<file path="src/rtl/hazard_unit.sv">
// hazard_unit: RV32I 5-stage pipeline hold/squash control, EX forwarding select,
// and data-memory wait FSM with sticky timeout error and saturating stall counter.
module hazard_unit #(
    parameter int MEM_TIMEOUT = 64,
    parameter int CNT_W       = 16
) (
    input  logic             clk,
    input  logic             rst_n,
    input  logic [4:0]       rs1_ID,
    input  logic [4:0]       rs2_ID,
    input  logic [4:0]       rs1_EX,
    input  logic [4:0]       rs2_EX,
    input  logic [4:0]       reg_dest_EX,
    input  logic [4:0]       reg_dest_MEM,
    input  logic [4:0]       reg_dest_WB,
    input  logic             reg_write_EX,
    input  logic             reg_write_MEM,
    input  logic             reg_write_WB,
    input  logic             mem_read_EX,
    input  logic             br_taken_EX,
    input  logic             mem_req_MEM,
    input  logic             mem_ready,
    output logic             bubbleF,
    output logic             bubbleD,
    output logic             bubbleE,
    output logic             bubbleM,
    output logic             bubbleW,
    output logic             flushD,
    output logic             flushE,
    output logic             flushM,
    output logic             flushW,
    output logic [1:0]       fwd_rs1_EX,
    output logic [1:0]       fwd_rs2_EX,
    output logic             mem_err,
    output logic [CNT_W-1:0] stall_count
);
    localparam int WC_W = $clog2(MEM_TIMEOUT + 1);

    typedef enum logic [1:0] {RUN, WAIT, ERR} state_t;

    state_t           r_state;
    logic [WC_W-1:0]  r_wait_cnt;
    logic             r_mem_err;
    logic [CNT_W-1:0] r_stall_count;

    logic w_mem_stall;
    logic w_load_use;
    logic w_branch;
    logic w_lu;
    logic w_mem_fwd1, w_wb_fwd1, w_mem_fwd2, w_wb_fwd2;

    assign w_mem_stall = (r_state == RUN && mem_req_MEM && !mem_ready)
                      || (r_state == WAIT && !mem_ready)
                      || (r_state == ERR);
    assign w_load_use  = mem_read_EX && reg_write_EX && reg_dest_EX != 5'd0
                      && (reg_dest_EX == rs1_ID || reg_dest_EX == rs2_ID);
    // One condition per cycle: memory stall, then branch, then load-use.
    assign w_branch    = !w_mem_stall && br_taken_EX;
    assign w_lu        = !w_mem_stall && !br_taken_EX && w_load_use;

    assign bubbleF = rst_n && (w_mem_stall || w_lu);
    assign bubbleD = rst_n && (w_mem_stall || w_lu);
    assign bubbleE = rst_n && w_mem_stall;
    assign bubbleM = rst_n && w_mem_stall;
    assign bubbleW = 1'b0;
    assign flushD  = !rst_n || w_branch;
    assign flushE  = !rst_n || w_branch || w_lu;
    assign flushM  = !rst_n;
    assign flushW  = !rst_n || w_mem_stall;

    assign w_mem_fwd1 = reg_write_MEM && reg_dest_MEM != 5'd0 && reg_dest_MEM == rs1_EX;
    assign w_wb_fwd1  = reg_write_WB && reg_dest_WB != 5'd0 && reg_dest_WB == rs1_EX;
    assign w_mem_fwd2 = reg_write_MEM && reg_dest_MEM != 5'd0 && reg_dest_MEM == rs2_EX;
    assign w_wb_fwd2  = reg_write_WB && reg_dest_WB != 5'd0 && reg_dest_WB == rs2_EX;

    assign fwd_rs1_EX = !rst_n ? 2'b00 : w_mem_fwd1 ? 2'b01 : w_wb_fwd1 ? 2'b10 : 2'b00;
    assign fwd_rs2_EX = !rst_n ? 2'b00 : w_mem_fwd2 ? 2'b01 : w_wb_fwd2 ? 2'b10 : 2'b00;

    assign mem_err     = r_mem_err;
    assign stall_count = r_stall_count;

    always_ff @(posedge clk or negedge rst_n) begin
        if (!rst_n) begin
            r_state       <= RUN;
            r_wait_cnt    <= '0;
            r_mem_err     <= 1'b0;
            r_stall_count <= '0;
        end else begin
            if (bubbleF && r_stall_count != {CNT_W{1'b1}})
                r_stall_count <= r_stall_count + 1'b1;
            case (r_state)
                RUN: if (mem_req_MEM && !mem_ready) begin
                    r_state    <= WAIT;
                    r_wait_cnt <= WC_W'(1);
                end
                WAIT: if (mem_ready) begin
                    r_state <= RUN;
                end else if (r_wait_cnt == WC_W'(MEM_TIMEOUT)) begin
                    r_state   <= ERR;
                    r_mem_err <= 1'b1;
                end else begin
                    r_wait_cnt <= r_wait_cnt + 1'b1;
                end
                ERR: r_state <= ERR;
                default: r_state <= RUN;
            endcase
        end
    end
endmodule

</file>
<file path="config.mk">
export PLATFORM = sky130hd
export DESIGN_NAME = hazard_unit
export DESIGN_NICKNAME = d
export VERILOG_FILES = /design/src/rtl/hazard_unit.sv
export SDC_FILE = /design/constraint.sdc
export NUM_CORES = 1
export LEC_CHECK = 0
export ABC_CLOCK_PERIOD_IN_PS = 1810
export BUFFER_PORTS_ARGS = -buffer_cell sky130_fd_sc_hd__buf_2
export CAP_MARGIN = 20
export CELL_PAD_IN_SITES_DETAIL_PLACEMENT = 0
export CELL_PAD_IN_SITES_GLOBAL_PLACEMENT = 1
export CORE_MARGIN = 2
export CORE_UTILIZATION = 31
export DETAILED_ROUTE_END_ITERATION = 6
export PLACE_DENSITY_LB_ADDON = 0.15
export SETUP_SLACK_MARGIN = 0.1
export SYNTH_ARGS = -nofsm -noshare
export SYNTH_HDL_FRONTEND = slang
export SYNTH_SLANG_ARGS = --single-unit
</file>
<file path="constraint.sdc">
create_clock -name clk -period 1.81 [get_ports clk]
set_input_delay 0.2715 -clock clk [delete_from_list [all_inputs] [get_ports clk]]
set_output_delay 0.2715 -clock clk [all_outputs]
set_load 0.02 [all_outputs]
</file>
==> metrics.md <==
| Metric | Value |
|---|---|
| Longest Clk Path Bufs | `2` |
| Setup Skew | `0.00303 ns` |
| Slew Limit Fails | `0` |
| Top cell type by total area after synthesis | `dfrtp_1` |
| DP HPWL | `3.60 mm` |
| Largest net degree at the start of global routing | `21` |
| Core Box Area | `5440 µm²` |
| Mapped cell area | `1730 µm²` |
| Fill count | `529` |
| FP Rows | `27` |
| Setup TNS | `-0.535 ns` |
| Commonest non-fill, non-tap cell in the layout | `buf_2` |
| GRT overflow | `0` |
| P_int | `0.00125 W` |
| First-pass GRT wire length | `7.97 mm` |
| Async S/R FF share, synth | `1.00` |
| Cell Chain, Critical Path | `or2_4 > buf_6 > nor2_4 > a21oi_2 > buf_4 > a31o_4 > buf_6` |
| Crit-path max cell delay | `0.40 ns` |
| Synth top area cells | `dfrtp_1 38%, xnor2_1 14%, xor2_1 10%` |
| Clock Tree Root | `clkbuf_8` |
| Reg-to-reg critical path startpoint | `stall_count[1]` |
| Vias in the first global route | `1794` |
| Top Ports | `74` |
| Fin crit period | `1.92 ns` |
| F_max | `521 MHz` |
| Sequential share of power | `0.383` |
| Crit start category | `flip-flop` |
| Synth Instances | `187` |
| Arrival time worst endpoint | `1.65 ns` |
| Die ar. | `6200 µm²` |
| Setup WS post-layout | `-0.109 ns` |
| HP Class | `primary input to asynchronous set/reset pin` |
| Final net count | `362` |
| Antenna-violating nets left | `0` |
| Most frequent cells in the layout | `58 x buf_2, 52 x buf_4, 27 x xnor2_1, 23 x dfrtp_1, 20 x xor2_1` |
| Crit-path slowest cell | `dfrtp_1` |
| Post-Syn Nets | `234` |
| Yosys reg bits | `26` |
| TritonCTS Buffers | `3` |
| Crit path from | `r_state[1]` |
| Post-synth EDFFs | `0` |
| Ys flop type | `dfrtp_1` |
| Tot Pwr | `0.00192 W` |
| Clock network power share | `0.199` |
| Clk sinks | `26` |
| Die height | `78.7 µm` |
| Failing checks | `negative setup slack` |
| TritonCTS clock tree | `done` |
| Synth cell types | `35` |
| Lkg Pwr | `1.39 nW` |
| Final Hold Vio Count | `0` |
| Drt first-iter violations | `37` |
| Initial antenna violation count | `0` |
| Power Dens Cells | `652 nW/µm²` |
| Critical Path RT | `1.54 ns` |
| RSZ-0062 raised after global routing | `true` |
| Pre-antenna DRT Iters | `4` |
| Avg Vias per Cell | `4.69` |
| Final WL | `4.97 mm` |
| Crit path capture type | `output port` |
| Die X | `78.7 µm` |
| CTS H-tree depth | `1` |
| ANT cells | `0` |
| Vias | `1812` |
| Clk Latency, worst-skew pair | `0.27 ns` |
| WL/cell | `12.9 µm` |
| Total GRT Usage | `0.158` |
| Switch Pwr | `0.000670 W` |
| Seq/Total Area, Yosys | `0.376` |
| Peak supply drop | `572 µV` |
| Synth-to-Final Area Change | `70.1%` |
| Comb pwr share | `0.418` |
| Non-Filler Instances | `386` |
| Kind of critical path | `flip-flop to output port` |
| Switch share | `0.349` |
| Reg2Reg Depth | `6` |
| # placed instances | `365` |
| Max-cap check violation count | `0` |
| Syn Area/Cell | `9.26 µm²` |
| Top cell type's share of synthesized area | `0.376` |
| Port bufs | `72` |
| Clock transition at path regs | `0.09 ns` |
| Period utilization | `1.06` |
| Most numerous cell on the critical path | `buf_6` |
| Initial Utilization | `0.318` |
| GPL Wtd Cong | `0.806` |
| Setup Viol. Count Final | `12` |
| Yosys warns | `0` |
| Residual DRC | `0` |
| Share of cells above drive strength 1 | `0.541` |
| Status | `finished with violations` |
| Critical-path maximum fanout | `3` |
what timing repair did:
item | CTS | global route
gates cloned | 0 | 1
endpoints found under the setup margin | 27 | 27
setup buffers | 8 | 7
hold endpoints to repair | 8 | 0
pin swaps | 5 | 11
resized for setup | 45 | 18
hold buffers | 1 | 0
synth_stat cells, types with 2 or more instances:
master	number
xor2_1	20
o22ai_1	2
inv_1	5
o21ai_0	5
buf_4	3
nor4_1	5
or4_1	5
a22oi_1	2
nand4_1	10
and2_1	2
ha_1	3
a21oi_1	4
and3_1	4
dfrtp_1	26
nor3_1	5
nor2_1	15
nand3_1	6
nand2b_1	2
mux2_2	3
nand2_1	18
xnor2_1	28
path summary, 6_finish.rpt:
check	to	slack, ns
worst max-delay path	flushE	-0.11
worst min-delay path	stall_count[10]	0.18
worst max register to register	stall_count[1]	-0.09
worst min register to register	mem_err	0.48
max in group asynchronous	stall_count[1]	0.84
min in group clk	r_state[0]	0.36
sequential cells by signal (all words and copies together) (netlist names):
name         count
r_wait_cnt       7
mem_err          1
r_state          2
stall_count     16
stage by stage:
| stage | hold WS [ns] | area [µm²] | worst slack (ns) | util |
|---|---|---|---|---|
| floorplan | -0.0241 | 1790 | -0.140 | - |
| detailed placement | 0.255 | 2500 | -0.109 | 0.459 |
| global placement | 0.258 | 2500 | -0.0858 | 0.459 |
| finish | 0.183 | 2950 | -0.109 | 0.542 |
| CTS | 0.170 | 2800 | -0.129 | 0.515 |
| global route | 0.202 | 2950 | -0.166 | 0.542 |
cells by family (layout without fill, tap and decap cells):
family                   count (synthesis)  after routing  synth area share
adder cells (fa/ha/maj)                  3              3            0.0217
other                                    1              1           0.00217
buffers and inverters                    9            135            0.0303
multiplexers                             3              3            0.0195
flip-flops                              26             26             0.376
AND/OR/NAND/NOR                         78             78             0.236
XOR/XNOR                                48             48             0.243
AO/OA/AOI/OAI                           19             20            0.0715
cell type report:
cell class	instances	area (µm²)	share of cell area
sequential	26	654	0.222
inverter	5	18.8	0.00637
multi-input combinational	153	1260	0.429
tap	72	90.1	0.0306
clock buffer	4	55.1	0.0187
timing repair buffer	126	863	0.293
layer usage:
metal  track usage  part of all wire  vias up
li1              -                 -      905
met1         0.208              0.46      848
met2         0.268              0.47       51
met3        0.0227             0.049        8
met4        0.0526             0.014        0
met5             0                 0        -
power by group through the flow:
stage / Clock, W / Sequential, W / Combinational, W
3_5_place_dp: 0 / 0.000748 / 0.000692
6_report: 0.000381 / 0.000735 / 0.000803
3_3_place_gp: 0 / 0.000748 / 0.000686
4_1_cts: 0.000405 / 0.000738 / 0.000759
5_1_grt: 0.000430 / 0.000748 / 0.000876
2_1_floorplan: 0 / 0.000832 / 0.000277
critical path: cells and delay by family (launching register included):
| family | cells | cell delay [ns] |
|---|---|---|
| flops | 1 | 0.40 |
| simple gates | 2 | 0.32 |
| compound gates | 2 | 0.26 |
| buf+inv | 3 | 0.39 |
Power figures use the tool's default switching activity.
